`src/rtl/bg_scroll_addr_gen.sv`:
```
// Background scroll address generator: per-frame slew-limited camera scroll plus a
// two-stage beam-to-address pipeline. Define BG_SCROLL_WRAP_EN for horizontal wrap.
module bg_scroll_addr_gen #(
    parameter int IMG_W          = 3182,
    parameter int IMG_H          = 480,
    parameter int SCREEN_W       = 640,
    parameter int ADDR_W         = 23,
    parameter int SCROLL_W       = 16,
    parameter int MAX_STEP       = 8,
    parameter int PARALLAX_SHIFT = 0
) (
    input  logic                Clk,
    input  logic                Reset,
    input  logic                frame_start,
    input  logic                snap_req,
    input  logic [SCROLL_W-1:0] target_x,
    input  logic                pix_valid,
    input  logic [9:0]          DrawX,
    input  logic [9:0]          DrawY,
    output logic [ADDR_W-1:0]   addr,
    output logic                addr_valid,
    output logic                out_of_range,
    output logic [SCROLL_W-1:0] scroll_x
);

`ifdef BG_SCROLL_WRAP_EN
    localparam int MAX_SCROLL = IMG_W - 1;
`else
    localparam int MAX_SCROLL = IMG_W - SCREEN_W;
`endif

    // One extra bit so slew sums never wrap around.
    localparam logic [SCROLL_W:0] maxScrollX = (SCROLL_W + 1)'(MAX_SCROLL);
    localparam logic [SCROLL_W:0] stepX      = (SCROLL_W + 1)'(MAX_STEP);
    localparam logic [SCROLL_W:0] imgWScroll = (SCROLL_W + 1)'(IMG_W);
    localparam logic [ADDR_W-1:0] imgWAddr   = ADDR_W'(IMG_W);
    localparam logic [10:0]       imgHRow    = 11'(IMG_H);

    typedef enum logic [0:0] {
        SNAP,
        TRACK
    } state_t;

    state_t              stateReg, stateNext;
    logic [SCROLL_W-1:0] scrollReg, scrollNext;

    logic [SCROLL_W:0] shifted;
    logic [SCROLL_W:0] desired;
    logic [SCROLL_W:0] scrollExt;
    logic [SCROLL_W:0] upLimit;
    logic [SCROLL_W:0] downSum;
    logic [SCROLL_W:0] slewed;

    // Target conditioning and slew limiting.
    always_comb begin
        shifted = {1'b0, target_x >> PARALLAX_SHIFT};
`ifdef BG_SCROLL_WRAP_EN
        desired = (shifted >= imgWScroll) ? (shifted - imgWScroll) : shifted;
`else
        desired = shifted;
`endif
        if (desired > maxScrollX) begin
            desired = maxScrollX;
        end

        scrollExt = {1'b0, scrollReg};
        upLimit   = scrollExt + stepX;
        downSum   = desired + stepX;
        if (desired > upLimit) begin
            slewed = upLimit;
        end else if (downSum < scrollExt) begin
            slewed = scrollExt - stepX;
        end else begin
            slewed = desired;
        end
    end

    // A snap request arriving with frame_start is honoured by that same frame_start.
    always_comb begin
        stateNext  = stateReg;
        scrollNext = scrollReg;
        if (frame_start) begin
            if (stateReg == SNAP || snap_req || MAX_STEP == 0) begin
                scrollNext = desired[SCROLL_W-1:0];
            end else begin
                scrollNext = slewed[SCROLL_W-1:0];
            end
            stateNext = TRACK;
        end else if (snap_req) begin
            stateNext = SNAP;
        end
    end

    always_ff @(posedge Clk or posedge Reset) begin
        if (Reset) begin
            stateReg  <= SNAP;
            scrollReg <= '0;
        end else begin
            stateReg  <= stateNext;
            scrollReg <= scrollNext;
        end
    end

    assign scroll_x = scrollReg;

    logic [ADDR_W-1:0] colSum;
    logic [ADDR_W-1:0] colNext;
    logic [ADDR_W-1:0] rowBaseReg;
    logic [ADDR_W-1:0] colReg;
    logic              oorReg;
    logic              validReg;

    always_comb begin
        colSum = ADDR_W'(DrawX) + ADDR_W'(scrollReg);
`ifdef BG_SCROLL_WRAP_EN
        colNext = (colSum >= imgWAddr) ? (colSum - imgWAddr) : colSum;
`else
        colNext = colSum;
`endif
    end

    // Stage 1: row base multiply and column offset.
    always_ff @(posedge Clk or posedge Reset) begin
        if (Reset) begin
            rowBaseReg <= '0;
            colReg     <= '0;
            oorReg     <= 1'b0;
            validReg   <= 1'b0;
        end else begin
            rowBaseReg <= ADDR_W'(DrawY) * imgWAddr;
            colReg     <= colNext;
            oorReg     <= ({1'b0, DrawY} >= imgHRow);
            validReg   <= pix_valid;
        end
    end

    // Stage 2: final address; rows below the image read address 0.
    always_ff @(posedge Clk or posedge Reset) begin
        if (Reset) begin
            addr         <= '0;
            out_of_range <= 1'b0;
            addr_valid   <= 1'b0;
        end else begin
            addr         <= oorReg ? '0 : (rowBaseReg + colReg);
            out_of_range <= oorReg;
            addr_valid   <= validReg;
        end
    end

endmodule
```
`config.mk`:
```
export PLATFORM = sky130hd
export DESIGN_NAME = bg_scroll_addr_gen
export DESIGN_NICKNAME = d
export VERILOG_FILES = /design/src/rtl/bg_scroll_addr_gen.sv
export SDC_FILE = /design/constraint.sdc
export NUM_CORES = 1
export LEC_CHECK = 0
export ABC_AREA = 1
export BUFFER_PORTS_ARGS = -buffer_cell sky130_fd_sc_hd__clkbuf_2
export CORE_MARGIN = 2
export CORE_UTILIZATION = 40
export DETAILED_ROUTE_END_ITERATION = 10
export GPL_ROUTABILITY_DRIVEN = 0
export PLACE_DENSITY = 0.58
export SLEW_MARGIN = 20
export SYNTH_ARGS = -nofsm -noshare
export SYNTH_HDL_FRONTEND = slang
export SYNTH_SLANG_ARGS = --single-unit
```
`constraint.sdc`:
```
create_clock -name Clk -period 6.7 [get_ports Clk]
set_input_delay 2.01 -clock Clk [delete_from_list [all_inputs] [get_ports Clk]]
set_output_delay 2.01 -clock Clk [all_outputs]
set_load 0.01 [all_outputs]
```
# Yosys cells after proc, flatten, opt, wreduce, memory -nomap -nowiden
# Index checks and enable logic that the tools add are counted.
[totals]
register_bits = 82
input_bits = 41
word_cells = 29
[op_classes]
mul = 1
mux = 7
magnitude_cmp = 4
n_reduce_logical = 2
n_addsub = 5
bitwise = 1
[ops]
columns = ["op", "n"]
rows = [
  ["$mux W16", 4],
  ["$add A16 B4 Y17 const B", 2],
  ["$add A22 B17 Y23", 1],
  ["$mux W23", 1],
  ["$mul A10 B11 Y21 const B", 1],
  ["$add A10 B16 Y17", 1],
  ["$gt A16 B17 Y1", 1],
  ["$lt A17 B16 Y1", 1],
  ["$gt A16 B12 Y1 const B", 1],
  ["$sub A16 B4 Y16 const B", 1],
  ["$ge A10 B9 Y1 const B", 1],
  ["$mux W1", 2],
  ["$reduce_bool A2 Y1", 1],
  ["$logic_or A1 B1 Y1", 1],
  ["$not A1 Y1", 1],
]

# Longest topological paths before layout
[depth]
word_depth = 7
ltp_mapped = 25

# Worst setup path before layout
# No wires, ideal clock.
[synth_path]
kind = "input -> register"
start = "input DrawY[7]"
end = "register rowBaseReg[16]"
path_stages = 16
arrival_ps = 5763
setup_time_ps = 79
path_slack_ps = 858
required_time_ps = 6621
path_buffers = 0
cell_sequence = "fa_1 inv_1 fa_1 inv_1 fa_1 fa_1 fa_1 ha_1 nand2_1 nor2_1 inv_1 o21bai_1 a21o_1 nand2_1 o21bai_1 xor2_1"
[synth_via]
elab_chain_cells = 1
[synth_lines]
columns = ["item", "line_no", "text"]
rows = [
  ["start: declaration", "19", "input logic [9:0] DrawY,"],
  ["$mul A10 B11 Y21", "130", "rowBaseReg <= ADDR_W'(DrawY) * imgWAddr;"],
  ["end signal: assignment", "130", ""],
  ["end: declaration", "108", "logic [ADDR_W-1:0] rowBaseReg;"],
]
# No other way between the ends.
# A chain may end at the register's enable or synchronous reset.

# Final worst setup path
# Same ends and word-level chain as after synthesis.

==> flow_summary.yaml <==
clock_network:
  cts_tree: "done"
  cts_resized: 0
  numCtsBuffers: 9
  cts_buffer_depth: 2
  cts.sinks: 82
  clock_latency_ns: 0.36
  cts_root_buffer: "clkbuf_16"
  clk_pin_slew_worst_paths_ns: 0.07
  cts_hold_buf: 0
  htree_num_levels: 3
  postCtsSetupRepairBufs: 0
yosys:
  syn-cell-area_mm2: 0.00809
  seq_area_frac_synth: 0.254
  ys.warnings.count: 0
  ys_ff_latch: 82
  async_flop_share: 1.00
  syn_area_per_cell_um2: 7.90
  postSynthCellCount: 1023
  ys.flop_type: "dfrtp_1"
  synth.distinct_cells: 44
  synth_edf_count: 0
timing:
  period_minus_slack_ns: 5.87
  grt_setup_unrepaired: "no"
  setup_viol: 0
  fin_tns_setup_ns: 0
  tightest_slew_ns: 0.742
  slew_viol_final: 0
  fmax_mhz: 170
  slew_headroom: 0.505
  clock_skew_ns: 0.0149
  period_share: 0.877
  hold_violations: 0
hold_path:
  min_path_type: "flop to flop"
placed_design:
  hpwlAfterDp_mm: 16.0
  portBuffers: 81
setup_path:
  critical_path_class: "input port to flop"
  cpMostUsedCell: "fa_1"
  cp_slowest_cell: "fa_1"
  path_cells: "clkbuf_2 -> fa_1 -> inv_1 -> fa_1 -> inv_1 -> fa_1 -> fa_1 -> fa_1 -> ha_1 -> nand2_1 -> nor2_1 -> inv_1 -> o21bai_1 -> a21o_1 -> nand2_1 -> o21bai_1 -> xor2_1"
  slowest_delay_ns: 0.58
  critPathMaxFanout: 5
  cp-start-kind: "input port"
  worstPathArrival_ns: 6.15
  critPathCaptureType: "flop"
  required_ns: 6.97
layout:
  fin_nets: 1319
  diodes: 0
  multiInputGateArea_mm2: 0.00538
  final_layout_size_suffix_gt1_frac: 0.108
  area.sequential_mm2: 0.00205
  nFillCells: 2092
  area_growth_pct: 13.1
detailed_routing:
  drt_iter0_markers: 379
  drc: 0
  drt-total-wl_mm: 19.6
  first_pass_iters: 5
  via_per_inst: 4.89
  wire_per_inst_um: 14.1
  vias: 6782
  ant_nets: 0
floorplan:
  ios: 82
  die-height_um: 146
  core-area_mm2: 0.0200
  rows: 52
  dieArea_mm2: 0.0214
  start_util: 0.404
  die_w_um: 146
global_routing:
  use_met3: 0.0356
  grt_pass1_wl_mm: 33.0
  grt_max_degree: 83
  use_met1: 0.295
  overflow: 0
  antenna_found_initial: 0
  grt_use_total: 0.190
  met2_usage: 0.279
  first_global_vias: 6527
  busiest_layer: "met1"
power:
  power.total_mw: 2.93
  power_density_mw_per_mm2: 321
  leakagePower_nw: 5.00
  vdd_drop_max_uv: 154
outcome:
  outcome: "finished, final reports clean"
flow_run:
  drv_cap: 0
==> synthesized netlist by cell type, types with 2 or more instances <==
master	n	share of area
nand3_1	65	0.040
nand2_1	209	0.097
a21oi_1	74	0.046
inv_2	4	0.0019
o21bai_1	5	0.0046
o21ai_0	49	0.030
o21a_1	5	0.0046
a31o_2	2	0.0022
buf_6	2	0.0028
ha_1	132	0.20
o2111ai_1	2	0.0022
o21ai_1	6	0.0037
inv_1	157	0.073
xnor2_1	8	0.0087
dfrtp_1	82	0.25
a31oi_1	6	0.0046
a21o_1	9	0.0084
nand4_1	12	0.0093
xor2_1	46	0.050
nor4_1	3	0.0023
nor2_1	65	0.030
o31ai_1	2	0.0019
fa_1	33	0.082
buf_4	3	0.0028
nand2_2	6	0.0046
nor3_1	12	0.0074
and3_1	2	0.0015
nor2_4	2	0.0028
buf_2	2	0.0012
clkbuf_1	4	0.0019
==> metal layers <==
layer / share of wire / up-vias
met5: 0 / -
li1: - / 3530
met4: 0.0068 / 0
met2: 0.41 / 164
met3: 0.049 / 11
met1: 0.53 / 3077
==> kinds of logic after synthesis <==
logic type	after synthesis	share of synthesized area
AO/OA/AOI/OAI	164	0.112
XOR/XNOR	54	0.0585
flip-flops	82	0.254
AND/OR/NAND/NOR	383	0.205
buffers and inverters	174	0.0843
other	1	0.000464
adder cells (fa/ha/maj)	165	0.286
==> critical path, delay by kind of cell <==
kind	cells	cell delay (ns)
adders and majority gates	6	2.92
AOI/OAI and AO/OA	3	0.47
buffers and inverters	4	0.33
and+or+nand+nor	3	0.28
xor gates and xnor gates	1	0.16
==> path summary, 6_finish.rpt <==
kind	slack [ns]	cells past startpoint	to	from
hold / removal	0.35	0	addr_valid$_DFF_PP0_	validReg$_DFF_PP0_
min in group asynchronous	1.84	3	scroll_x[5]$_DFFE_PP0P_	Reset
setup / recovery	0.83	17	rowBaseReg[16]$_DFF_PP0_	DrawY[7]
max in group asynchronous	4.35	3	rowBaseReg[2]$_DFF_PP0_	Reset
hold reg to reg	0.35	0	addr_valid$_DFF_PP0_	validReg$_DFF_PP0_
setup reg to reg	3.11	18	scroll_x[12]$_DFFE_PP0P_	scroll_x[3]$_DFFE_PP0P_
==> metrics by stage <==
step	instances	utilization	hold WS (ns)	setup slack, ns	area [um^2]
2_1_floorplan	1030	-	0.331	0.858	8110
3_3_place_gp	1372	0.439	0.335	0.524	8810
3_5_place_dp	1372	0.439	0.343	0.456	8810
4_1_cts	1388	0.456	0.357	0.815	9140
5_1_grt	1388	0.456	0.359	0.486	9140
6_report	1388	0.456	0.354	0.827	9140
==> layout by cell type, fill, tap and decap left out, types with 2 or more instances in the layout <==
| cell | Yosys | final |
|---|---|---|
| nand2_1 | 209 | 209 |
| inv_1 | 157 | 156 |
| ha_1 | 132 | 132 |
| dfrtp_1 | 82 | 82 |
| clkbuf_2 | 0 | 81 |
| a21oi_1 | 74 | 74 |
| nor2_1 | 65 | 65 |
| nand3_1 | 65 | 65 |
| o21ai_0 | 49 | 49 |
| xor2_1 | 46 | 46 |
| fa_1 | 33 | 33 |
| nand4_1 | 12 | 12 |
| nor3_1 | 12 | 12 |
| a21o_1 | 9 | 9 |
| clkbuf_16 | 0 | 9 |
| xnor2_1 | 8 | 8 |
| conb_1 | 1 | 8 |
| nand2_2 | 6 | 6 |
| o21ai_1 | 6 | 6 |
| a31oi_1 | 6 | 6 |
| o21bai_1 | 5 | 5 |
| o21a_1 | 5 | 5 |
| inv_2 | 4 | 4 |
| nor4_1 | 3 | 3 |
| nor2_4 | 2 | 2 |
| a31o_2 | 2 | 2 |
| o2111ai_1 | 2 | 2 |
| and3_1 | 2 | 2 |
| o31ai_1 | 2 | 2 |
| bufinv_16 | 0 | 2 |
| inv_6 | 0 | 2 |
| inv_8 | 0 | 2 |
| buf_4 | 3 | 2 |
==> sequential cells by signal (all words and copies together) (netlist names) <==
register	count
addr	23
rowBaseReg	21
colReg	17
scroll_x	16
addr_valid	1
oorReg	1
out_of_range	1
stateReg	1
validReg	1
==> area by class of cell <==
class,count,area share
inverters,162,0.0666
multi-input cells,774,0.588
clock buffers,9,0.0246
clock inverters,7,0.0118
repair buffers,84,0.0472
flip-flops and latches,82,0.224
well taps,270,0.0370
==> power breakdown <==
group,leakage (nW),total [mW],switching (mW),internal (mW)
registers,1.01,0.728,0.0831,0.645
clock network,0.160,0.564,0.229,0.335
logic,3.84,1.64,1.02,0.621
total,5.00,2.93,1.33,1.60
Power figures use the tool's default switching activity.
